## src/rtl/ahb_enum_types_pkg.sv

```systemverilog
// Shared AHB-Lite encodings for HTRANS, HSIZE, HBURST and HRESP.
package ahb_enum_types_pkg;

  typedef enum logic [1:0] {
    HTRANS_IDLE   = 2'b00,
    HTRANS_BUSY   = 2'b01,
    HTRANS_NONSEQ = 2'b10,
    HTRANS_SEQ    = 2'b11
  } ahb_htrans_enum;

  typedef enum logic [2:0] {
    HSIZE_BYTE  = 3'b000,
    HSIZE_HALF  = 3'b001,
    HSIZE_WORD  = 3'b010,
    HSIZE_DWORD = 3'b011,
    HSIZE_4W    = 3'b100,
    HSIZE_8W    = 3'b101,
    HSIZE_16W   = 3'b110,
    HSIZE_32W   = 3'b111
  } ahb_hsize_enum;

  typedef enum logic [2:0] {
    HBURST_SINGLE = 3'b000,
    HBURST_INCR   = 3'b001,
    HBURST_WRAP4  = 3'b010,
    HBURST_INCR4  = 3'b011,
    HBURST_WRAP8  = 3'b100,
    HBURST_INCR8  = 3'b101,
    HBURST_WRAP16 = 3'b110,
    HBURST_INCR16 = 3'b111
  } ahb_hburst_enum;

  typedef enum logic [1:0] {
    HRESP_OKAY  = 2'b00,
    HRESP_ERROR = 2'b01,
    HRESP_RETRY = 2'b10,
    HRESP_SPLIT = 2'b11
  } ahb_hresp_enum;

endpackage

```

## src/rtl/pcounter_regs_pkg.sv

```systemverilog
// Register map, CTRL/STATUS bit positions and response FSM states for the pcounter slave.
package pcounter_regs_pkg;

  localparam logic [3:0] CTRL_OFS   = 4'h0;
  localparam logic [3:0] LIMIT_OFS  = 4'h4;
  localparam logic [3:0] COUNT_OFS  = 4'h8;
  localparam logic [3:0] STATUS_OFS = 4'hC;

  localparam int CTRL_EN_BIT     = 0;
  localparam int CTRL_DIR_BIT    = 1;
  localparam int CTRL_IRQ_EN_BIT = 2;
  localparam int STATUS_WRAP_BIT = 0;

  typedef enum logic [1:0] {
    IDLE_OK = 2'd0,
    ERR1    = 2'd1,
    ERR2    = 2'd2
  } resp_state_e;

  // Word-aligned register index as seen on HADDR[3:2].
  function automatic logic [1:0] reg_sel(input logic [3:0] ofs);
    return ofs[3:2];
  endfunction

endpackage

```

## src/rtl/pcounter_core.sv

```systemverilog
// Programmable up/down counter with wrap status and optional registered irq
// (irq output and CTRL.IRQ_EN exist only when PCOUNT_IRQ_EN is defined).
module pcounter_core
  import pcounter_regs_pkg::*;
#(
  parameter int DATA_W = 32,
  parameter int CNT_W  = 16
) (
  input  logic              clk,
  input  logic              rst,
  input  logic              ctrl_we,
  input  logic              limit_we,
  input  logic              count_we,
  input  logic              status_we,
  input  logic [DATA_W-1:0] wdata,
  output logic [2:0]        ctrl,
  output logic [CNT_W-1:0]  limit,
  output logic [CNT_W-1:0]  count,
  output logic              wrap,
  output logic              cnt_wrap
`ifdef PCOUNT_IRQ_EN
  , output logic            irq
`endif
);

  logic             en_q;
  logic             dir_q;
  logic             irq_en;
  logic [CNT_W-1:0] limit_q;
  logic [CNT_W-1:0] count_q;
  logic [CNT_W-1:0] count_nxt;
  logic             wrap_q;
  logic             cnt_wrap_q;
  logic             wrap_evt;
  logic             unused_wdata;

  assign unused_wdata = ^wdata;

  // A COUNT load wins over counting; an up-count past a limit below COUNT rolls over at all-ones.
  always_comb begin
    count_nxt = count_q;
    wrap_evt  = 1'b0;
    if (count_we) begin
      count_nxt = wdata[CNT_W-1:0];
    end else if (en_q) begin
      if (!dir_q) begin
        if (count_q == limit_q) begin
          count_nxt = '0;
          wrap_evt  = 1'b1;
        end else begin
          count_nxt = count_q + CNT_W'(1);
          wrap_evt  = (count_q == '1);
        end
      end else begin
        if (count_q == '0) begin
          count_nxt = limit_q;
          wrap_evt  = 1'b1;
        end else begin
          count_nxt = count_q - CNT_W'(1);
        end
      end
    end
  end

  always_ff @(posedge clk) begin
    if (rst) begin
      en_q       <= 1'b0;
      dir_q      <= 1'b0;
      limit_q    <= '1;
      count_q    <= '0;
      wrap_q     <= 1'b0;
      cnt_wrap_q <= 1'b0;
    end else begin
      if (ctrl_we) begin
        en_q  <= wdata[CTRL_EN_BIT];
        dir_q <= wdata[CTRL_DIR_BIT];
      end
      if (limit_we) begin
        limit_q <= wdata[CNT_W-1:0];
      end
      count_q    <= count_nxt;
      cnt_wrap_q <= wrap_evt;
      // A fresh wrap outranks a simultaneous write-1-to-clear.
      if (wrap_evt) begin
        wrap_q <= 1'b1;
      end else if (status_we && wdata[STATUS_WRAP_BIT]) begin
        wrap_q <= 1'b0;
      end
    end
  end

`ifdef PCOUNT_IRQ_EN
  logic irq_en_q;
  logic irq_q;

  always_ff @(posedge clk) begin
    if (rst) begin
      irq_en_q <= 1'b0;
      irq_q    <= 1'b0;
    end else begin
      if (ctrl_we) begin
        irq_en_q <= wdata[CTRL_IRQ_EN_BIT];
      end
      irq_q <= wrap_q & irq_en_q;
    end
  end

  assign irq_en = irq_en_q;
  assign irq    = irq_q;
`else
  assign irq_en = 1'b0;
`endif

  assign ctrl     = {irq_en, dir_q, en_q};
  assign limit    = limit_q;
  assign count    = count_q;
  assign wrap     = wrap_q;
  assign cnt_wrap = cnt_wrap_q;

endmodule

```

## src/rtl/ahb_pcounter_slave.sv

```systemverilog
// AHB-Lite slave exposing the pcounter registers (CTRL, LIMIT, COUNT, STATUS).
// Define PCOUNT_IRQ_EN to add the irq output and CTRL.IRQ_EN.
//
// state   | meaning
// IDLE_OK | zero-wait OKAY; legal transfers complete here
// ERR1    | first ERROR cycle, HREADYOUT low
// ERR2    | second ERROR cycle, HREADYOUT high; a new transfer may be accepted
module ahb_pcounter_slave
  import ahb_enum_types_pkg::*;
  import pcounter_regs_pkg::*;
#(
  parameter int ADDR_W = 12,
  parameter int DATA_W = 32,
  parameter int CNT_W  = 16
) (
  input  logic              HCLK,
  input  logic              HRESET,
  input  logic              HSEL,
  input  logic [ADDR_W-1:0] HADDR,
  input  logic [1:0]        HTRANS,
  input  logic              HWRITE,
  input  logic [2:0]        HSIZE,
  input  logic [2:0]        HBURST,
  input  logic [DATA_W-1:0] HWDATA,
  input  logic              HREADY,
  output logic [DATA_W-1:0] HRDATA,
  output logic              HREADYOUT,
  output logic [1:0]        HRESP,
  output logic              cnt_wrap
`ifdef PCOUNT_IRQ_EN
  , output logic            irq
`endif
);

  logic           accept;
  logic           illegal;
  logic           dp_valid;
  logic           dp_write;
  logic           dp_legal;
  logic [1:0]     dp_sel;
  resp_state_e    state_q;
  logic           hreadyout_q;
  ahb_hresp_enum  hresp_q;
  logic           wr_commit;
  logic           rd_en;
  logic           ctrl_we;
  logic           limit_we;
  logic           count_we;
  logic           status_we;
  logic [2:0]       ctrl;
  logic [CNT_W-1:0] limit;
  logic [CNT_W-1:0] count;
  logic             wrap;
  logic             unused_hburst;

  assign unused_hburst = ^HBURST;

  assign accept  = HSEL && HREADY &&
                   ((HTRANS == HTRANS_NONSEQ) || (HTRANS == HTRANS_SEQ));
  assign illegal = (HSIZE != HSIZE_WORD) || (HADDR[1:0] != 2'b00) ||
                   (HADDR[ADDR_W-1:4] != '0);

  always_ff @(posedge HCLK) begin
    if (HRESET) begin
      dp_valid <= 1'b0;
      dp_write <= 1'b0;
      dp_legal <= 1'b0;
      dp_sel   <= 2'b00;
    end else if (HREADY) begin
      dp_valid <= accept;
      dp_write <= HWRITE;
      dp_legal <= !illegal;
      dp_sel   <= HADDR[3:2];
    end
  end

  always_ff @(posedge HCLK) begin
    if (HRESET) begin
      state_q     <= IDLE_OK;
      hreadyout_q <= 1'b1;
      hresp_q     <= HRESP_OKAY;
    end else begin
      case (state_q)
        IDLE_OK, ERR2: begin
          if (accept && illegal) begin
            state_q     <= ERR1;
            hreadyout_q <= 1'b0;
            hresp_q     <= HRESP_ERROR;
          end else begin
            state_q     <= IDLE_OK;
            hreadyout_q <= 1'b1;
            hresp_q     <= HRESP_OKAY;
          end
        end
        ERR1: begin
          state_q     <= ERR2;
          hreadyout_q <= 1'b1;
          hresp_q     <= HRESP_ERROR;
        end
        default: begin
          state_q     <= IDLE_OK;
          hreadyout_q <= 1'b1;
          hresp_q     <= HRESP_OKAY;
        end
      endcase
    end
  end

  assign HREADYOUT = hreadyout_q;
  assign HRESP     = hresp_q;

  // Legal transfers never wait, so a write commits on the edge closing its data phase.
  assign wr_commit = dp_valid && dp_write && dp_legal && hreadyout_q;
  assign rd_en     = dp_valid && !dp_write && dp_legal;
  assign ctrl_we   = wr_commit && (dp_sel == reg_sel(CTRL_OFS));
  assign limit_we  = wr_commit && (dp_sel == reg_sel(LIMIT_OFS));
  assign count_we  = wr_commit && (dp_sel == reg_sel(COUNT_OFS));
  assign status_we = wr_commit && (dp_sel == reg_sel(STATUS_OFS));

  always_comb begin
    HRDATA = '0;
    if (rd_en) begin
      case (dp_sel)
        reg_sel(CTRL_OFS):   HRDATA = DATA_W'(ctrl);
        reg_sel(LIMIT_OFS):  HRDATA = DATA_W'(limit);
        reg_sel(COUNT_OFS):  HRDATA = DATA_W'(count);
        reg_sel(STATUS_OFS): HRDATA = DATA_W'(wrap);
        default:             HRDATA = '0;
      endcase
    end
  end

  pcounter_core #(
    .DATA_W (DATA_W),
    .CNT_W  (CNT_W)
  ) u_core (
    .clk       (HCLK),
    .rst       (HRESET),
    .ctrl_we   (ctrl_we),
    .limit_we  (limit_we),
    .count_we  (count_we),
    .status_we (status_we),
    .wdata     (HWDATA),
    .ctrl      (ctrl),
    .limit     (limit),
    .count     (count),
    .wrap      (wrap),
    .cnt_wrap  (cnt_wrap)
`ifdef PCOUNT_IRQ_EN
    , .irq     (irq)
`endif
  );

endmodule

```

## config.mk

```make
export PLATFORM = sky130hd
export DESIGN_NAME = ahb_pcounter_slave
export DESIGN_NICKNAME = d
export VERILOG_FILES = /design/src/rtl/ahb_enum_types_pkg.sv /design/src/rtl/pcounter_regs_pkg.sv /design/src/rtl/pcounter_core.sv /design/src/rtl/ahb_pcounter_slave.sv
export SDC_FILE = /design/constraint.sdc
export NUM_CORES = 1
export LEC_CHECK = 0
export CORE_MARGIN = 5
export CORE_UTILIZATION = 45
export CTS_BUF_LIST = sky130_fd_sc_hd__clkbuf_16
export CTS_CLUSTER_DIAMETER = 100
export CTS_CLUSTER_SIZE = 14
export DETAILED_ROUTE_END_ITERATION = 8
export GPL_TIMING_DRIVEN = 0
export HOLD_SLACK_MARGIN = 0.02
export PLACE_DENSITY = 0.81
export REMOVE_ABC_BUFFERS = 1
export SETUP_SLACK_MARGIN = 0.02
export SYNTH_ARGS = -nofsm -noshare
export SYNTH_HDL_FRONTEND = slang
export SYNTH_SLANG_ARGS = --single-unit
```

## constraint.sdc

```tcl
create_clock -name HCLK -period 4.05 [get_ports HCLK]
set_input_delay 0.81 -clock HCLK [delete_from_list [all_inputs] [get_ports HCLK]]
set_output_delay 0.81 -clock HCLK [all_outputs]
set_load 0.1 [all_outputs]
```

==> results of run 1 <==
[metrics by stage]
| stage | cell area [um2] | setup slack [ns] |
|---|---|---|
| detailed placement | 3780 | 0.106 |
| finish | 3960 | 0.142 |
| floorplan | 3100 | 0.761 |
| CTS | 3960 | 0.187 |
| global route | 3960 | 0.0228 |
| global placement | 3780 | 0.0937 |
[state kept, by name (all words and copies together) (netlist names)]
register	cells
dp_legal	1
dp_write	1
u_core.limit	16
u_core.count	16
u_core.cnt_wrap	1
HREADYOUT	1
u_core.dir_q	1
HRESP	1
u_core.wrap	1
dp_valid	1
state_q	2
dp_sel	2
u_core.en_q	1
[logic make-up (layout without fill, tap and decap cells)]
| logic type | after synthesis | after routing | share of synthesized area, % |
|---|---|---|---|
| simple gates | 149 | 149 | 24.6 |
| compound gates | 121 | 121 | 25.7 |
| buf+inv | 66 | 70 | 10.2 |
| flops | 45 | 45 | 26.8 |
| xor+xnor | 33 | 33 | 8.60 |
| mux | 8 | 8 | 2.87 |
| fa+ha+maj | 3 | 3 | 1.12 |
| other cells | 1 | 17 | 0.112 |
[worst paths after layout]
check / start / end / slack, ns
worst max-delay path: dp_sel[1]$_SDFFE_PP0P_ / HRDATA[6] / 0.14
worst min-delay path: state_q[1]$_SDFF_PP0_ / state_q[1]$_SDFF_PP0_ / 0.40
worst min register to register: state_q[1]$_SDFF_PP0_ / state_q[1]$_SDFF_PP0_ / 0.40
worst max register to register: dp_sel[1]$_SDFFE_PP0P_ / u_core.count[7]$_SDFFE_PP0P_ / 1.05
[placed cells by master (no fill, tap or decap), drive strengths merged, types with 13 or more instances in the layout]
| cell | count |
|---|---|
| a211o | 18 |
| a21oi | 13 |
| a22oi | 14 |
| clkdlybuf4s50 | 53 |
| conb | 17 |
| dfxtp | 45 |
| nand2 | 18 |
| nor2 | 35 |
| nor2b | 19 |
| o21ai | 24 |
| or3 | 15 |
| xor2 | 22 |
[area by class of cell]
type / count / area, um2 / share of cell area (%)
clock buffers: 5 / 125 / 3.16
flip-flops and latches: 45 / 901 / 22.7
repair buffers: 55 / 548 / 13.8
well taps: 99 / 124 / 3.13
multi-input cells: 331 / 2190 / 55.3
clock inverters: 3 / 47.5 / 1.20
inverters: 7 / 26.3 / 0.664
[routing by layer]
layer,vias up,routed length [um]
met1,1610,4010
li1,1571,-
met2,137,4550
met5,-,0
met3,15,781
met4,0,150
[worst register-to-register path, stage by stage, from the launching register on]
cell and delay (ns):
dfxtp_1 0.52, nor2b_2 0.75, nand2_1 0.71, nand2_1 0.44, nor4b_1 0.09, or3_1 0.37
[report_power, final]
part	switching, uW	internal (uW)	leakage [uW]
Sequential	4.37	445	0.000364
Combinational	102	43.0	0.000887
Clock	186	296	0.0000848
Total	293	784	0.00134
[what timing repair did]
item | in CTS | in global routing
buffers inserted | 0 | 0
endpoints found under the setup margin | 14 | 1
resized for setup | 2 | 1
hold buffers | 0 | 0
==> results.tsv, run 1 <==
stage	metric	value	unit
global_routing	gr-usage-met3	3.64	%
finish	insertedDiodeCount	0	
synth	syn_area_per_cell	7.89	um2
global_routing	grt_start_max_net_pins	47	
timing	finalHoldViolCount	0	
timing	slew_viol_final	0	
synth	synth_area_leader_cell	dfxtp_1	
pwr	p_leak	0.00134	uW
floorplanning	die-area	9300	um2
clocking	cts_root_buf	clkbuf_16	
clocking	clk_pin_slew_worst_paths	0.07	ns
worst_setup_path	cpPeakStageDelay	1.17	ns
clocking	cts_tree	done	
global_routing	overflow	0	
global_routing	use_met2	34.6	%
finish	nFillCells	689	
synth	synth.area.top_cells	dfxtp_1, xor2_1, a211o_1	
clocking	numCtsBuffers	5	
timing	worst_pin_slew	1.35	ns
clocking	h-tree-depth	2	
timing	hold-worst-slack	0.398	ns
worst_setup_path	slowest_stage	clkdlybuf4s50_1	
routing	vias_per_cell	6.12	
worst_setup_path	crit_chain	nor2b_2 -> a22oi_1 -> nor2_1 -> clkdlybuf4s50_1	
synth	synth_cells	426	
floorplanning	boundaryPins	93	
clocking	insertion_delay	0.29	ns
synth	synth_top_area_share	26.8	%
timing	setup_tns	0	ns
global_routing	first_global_vias	3139	
finish	drive_above_1_share	4.48	%
clocking	clockBufferDepth	2	
floorplanning	rows	31	
place	gp_congestion	0.881	
timing	rsz0062_at_grt	no	
global_routing	antenna_found_initial	0	
pwr	max-vdd-ir-drop	0.158	mV
place	hpwl	6.46	mm
place	dp_cells	537	
pwr	power.density	272	nW/um2
place	portBuffers	55	
worst_setup_path	crit_type	reg2out	
finish	finalNetCount	505	
timing	fmax	0.256	GHz
synth	ys.flop_type	dfxtp_1	
synth	synth_common_cells	dfxtp_1, nor2_1, clkbuf_1, o21ai_0, xor2_1	
synth	ys_ff_latch	45	
floorplanning	start_util	46.3	%
routing	dr.pass1.iters	5	
worst_setup_path	arrival	3.10	ns
timing	setup_viol	0	
routing	num_vias	3333	
floorplanning	die_y	96.4	um
timing	skew	0.00981	ns
routing	totalWireLength	9.49	mm
synth	syn-cell-area	3360	um2
worst_setup_path	critPathMaxFanout	16	
synth	synth.most_common_cell	dfxtp_1	
global_routing	grt_pass1_wl	15.4	mm
global_routing	use_met1	26.8	%
timing	fin_crit_sh	96.5	%
finish	areaGrowthSynthToFinish	17.8	%
global_routing	grt_busiest_layer	met2	
worst_setup_path	worst-path-stages	4	
floorplanning	chipWidth	96.4	um
worst_setup_path	cp-end-kind	primary output	
finish	final_util	54.6	%
clocking	clkSinkCount	45	
timing	fin_crit	3.91	ns
synth	synth.distinct_cells	58	
synth	synth_edf_count	0	
global_routing	grt.total_usage	20.9	%
timing	slew_headroom	9.58	%
hold_path	hold_class	reg2reg	
routing	wl_per_cell	17.4	um
hold_path	whs_path_depth	1	
run_status	outcome	finished clean	
worst_setup_path	cp.required	3.24	ns
worst_setup_path	setup.worst_path.start_class	flip-flop	
synth	yosysWarningCount	0	
worst_setup_path	reg2reg_depth	5	
pwr	finalPower	1080	uW
synth	async_reset_ff_share	0	%
worst_setup_path	critPathTopFamily	buffers and inverters	
routing	remaining_drc_errors	0	
synth	yosysSeqAreaShare	26.8	%
routing	detail-route-antenna-nets	0	
routing	drtIter0Drc	310	
finish	fin_cells	545	
floorplanning	core	7250	um2
run	maxCapViolCount	0	
worst_setup_path	cp_num_buf_inv	1	
(Power assumes the default switching activity.)
==> inputs of run 2 (changes only) <==
- CTS_BUF_LIST: sky130_fd_sc_hd__clkbuf_16 -> sky130_fd_sc_hd__clkbuf_2
==> run 2 against run 1 <==
Wire length is 1.3% higher; flip-flop and latch count stayed put; die area stayed put; clock power is 43% lower.
==> results.tsv, run 2 (synthesized netlist as in run 1, its figures left out) <==
stage	metric	value	unit	change
run_status	outcome	finished clean		
floorplanning	die_y	96.4	um	unchanged
routing	remaining_drc_errors	0		unchanged
global_routing	first_global_vias	3101		-1.2%
worst_setup_path	arrival	3.03	ns	-0.07 ns
finish	final_cell_mix	dfxtp_1, clkdlybuf4s50_1, nor2_1		
finish	nFillCells	699		+1.5%
floorplanning	boundaryPins	93		unchanged
clocking	insertion_delay	0.45	ns	+0.16 ns
global_routing	grt_start_max_net_pins	47		unchanged
hold_path	whs_path_depth	1		unchanged
place	portBuffers	55		unchanged
routing	dr.pass1.iters	5		unchanged
timing	setup_viol	0		unchanged
timing	slew_viol_final	0		unchanged
clocking	cts_tree	done		
floorplanning	start_util	46.3	%	unchanged
place	gp_congestion	0.881		unchanged
floorplanning	die-area	9300	um2	unchanged
clocking	cts_root_buf	clkbuf_2		
global_routing	grt_pass1_wl	15.3	mm	-0.54%
routing	num_vias	3343		+0.30%
timing	worst_pin_slew	1.20	ns	-0.148 ns
global_routing	overflow	0		unchanged
worst_setup_path	reg2reg_depth	5		unchanged
clocking	cts_setup_buffers	0		unchanged
timing	hold-worst-slack	0.417	ns	+0.0192 ns
pwr	max-vdd-ir-drop	0.111	mV	-29%
routing	wl_per_cell	17.6	um	+1.1%
worst_setup_path	setup.worst_path.start_class	flip-flop		
place	post-place-ws	0.106	ns	unchanged
clocking	clkSinkCount	45		unchanged
worst_setup_path	crit_chain	nor2b_2 -> a22oi_1 -> nor2_1 -> dlygate4sd2_1		
worst_setup_path	slowest_stage	dlygate4sd2_1		
floorplanning	rows	31		unchanged
global_routing	grt.total_usage	20.7	%	-0.23 points
place	hpwl	6.46	mm	unchanged
finish	areaGrowthSynthToFinish	15.7	%	
worst_setup_path	cpPeakStageDelay	0.88	ns	-0.29 ns
clocking	clk_pin_slew_worst_paths	0.27	ns	+0.20 ns
timing	fin_crit_sh	94.9	%	-1.6 points
timing	fin_crit	3.84	ns	-0.0646 ns
finish	seqCellArea	901	um2	unchanged
worst_setup_path	cp.required	3.24	ns	about the same
routing	drtIter0Drc	305		-1.6%
run	maxCapViolCount	0		unchanged
global_routing	antenna_found_initial	0		unchanged
timing	fmax	0.260	GHz	+1.7%
timing	finalHoldViolCount	0		unchanged
finish	final_common_cell	dfxtp_1		
clocking	numCtsBuffers	5		unchanged
timing	skew	0.0322	ns	+0.0223 ns
floorplanning	chipWidth	96.4	um	unchanged
finish	multi_input_area	2190	um2	unchanged
hold_path	hold_class	reg2reg		
timing	finalWorstSetupSlack	0.207	ns	+0.0646 ns
worst_setup_path	critPathMaxFanout	15		-1
timing	rsz0062_at_grt	no		
routing	totalWireLength	9.61	mm	+1.3%
floorplanning	core	7250	um2	unchanged
timing	setup_tns	0	ns	unchanged
pwr	power.density	225	nW/um2	-17%
finish	insertedDiodeCount	0		unchanged
worst_setup_path	cp-end-kind	primary output		
finish	drive_above_1_share	4.70	%	+0.21 points
finish	finalNetCount	506		+0.20%
timing	slew_headroom	19.8	%	+10 points
pwr	p_leak	0.00149	uW	+11%
clocking	h-tree-depth	2		unchanged
worst_setup_path	crit_type	reg2out		
routing	detail-route-antenna-nets	0		unchanged
clocking	clockBufferDepth	2		unchanged
routing	vias_per_cell	6.12		+0.12%
run 2: cell types whose count changed in the layout (fill, tap and decap cells not counted), sizes merged:
cell           change
buf                +1
clkdlybuf4s50     -13
dlymetal6s2s       +9
dlygate4sd2        +4
run 2: worst paths after layout:
| kind | to | from | slack, ns |
|---|---|---|---|
| min reg2reg | state_q[1]$_SDFF_PP0_ | state_q[1]$_SDFF_PP0_ | 0.42 |
| max reg2reg | u_core.count[7]$_SDFFE_PP0P_ | dp_sel[1]$_SDFFE_PP0P_ | 1.05 |
| min | state_q[1]$_SDFF_PP0_ | state_q[1]$_SDFF_PP0_ | 0.42 |
| max | HRDATA[6] | dp_sel[0]$_SDFFE_PP0P_ | 0.21 |
run 2: report_power, final:
group | internal (uW) | switching (uW) | total, uW
clock | 109 | 167 | 277
sequential | 448 | 4.42 | 452
combinational | 43.0 | 103 | 146
total | 600 | 274 | 874
run 2: repair_timing:
| action | in CTS | in global routing |
|---|---|---|
| endpoints found under the setup margin | 14 | 10 |
| cloned | 0 | 0 |
| hold endpoints to repair | 0 | 0 |
| resized for setup | 6 | 10 |
| hold buffers | 0 | 0 |
run 2: per-stage QoR:
stage	std cells	cell area [um2]	power (uW)	util, %
floorplan	383	3100	551	-
global placement	537	3780	603	52.1
detailed placement	537	3780	604	52.1
CTS	545	3850	876	53.1
global route	546	3890	906	53.6
finish	546	3890	874	53.6
run 2: metal layers:
layer  track usage, %  vias to the layer above  part of all wire, %
li1                 -                     1568                    -
met1             26.9                     1607                   42
met2             34.7                      149                   48
met3             3.10                       19                  7.8
met4             7.36                        0                  1.9
met5                0                        -                    0
run 2: area by class of cell:
class	count	area share [%]
clock buffers	5	0.644
clock inverters	3	1.22
inverters	7	0.676
multi-input cells	331	56.3
flip-flops and latches	45	23.2
well taps	99	3.19
repair buffers	56	14.8
run 2: worst max-delay path: cells and delay by family (launching register included):
family | cells | cell delay [ns]
compound gates | 1 | 0.23
simple gates | 2 | 0.89
buf+inv | 1 | 0.88
flops | 1 | 0.58
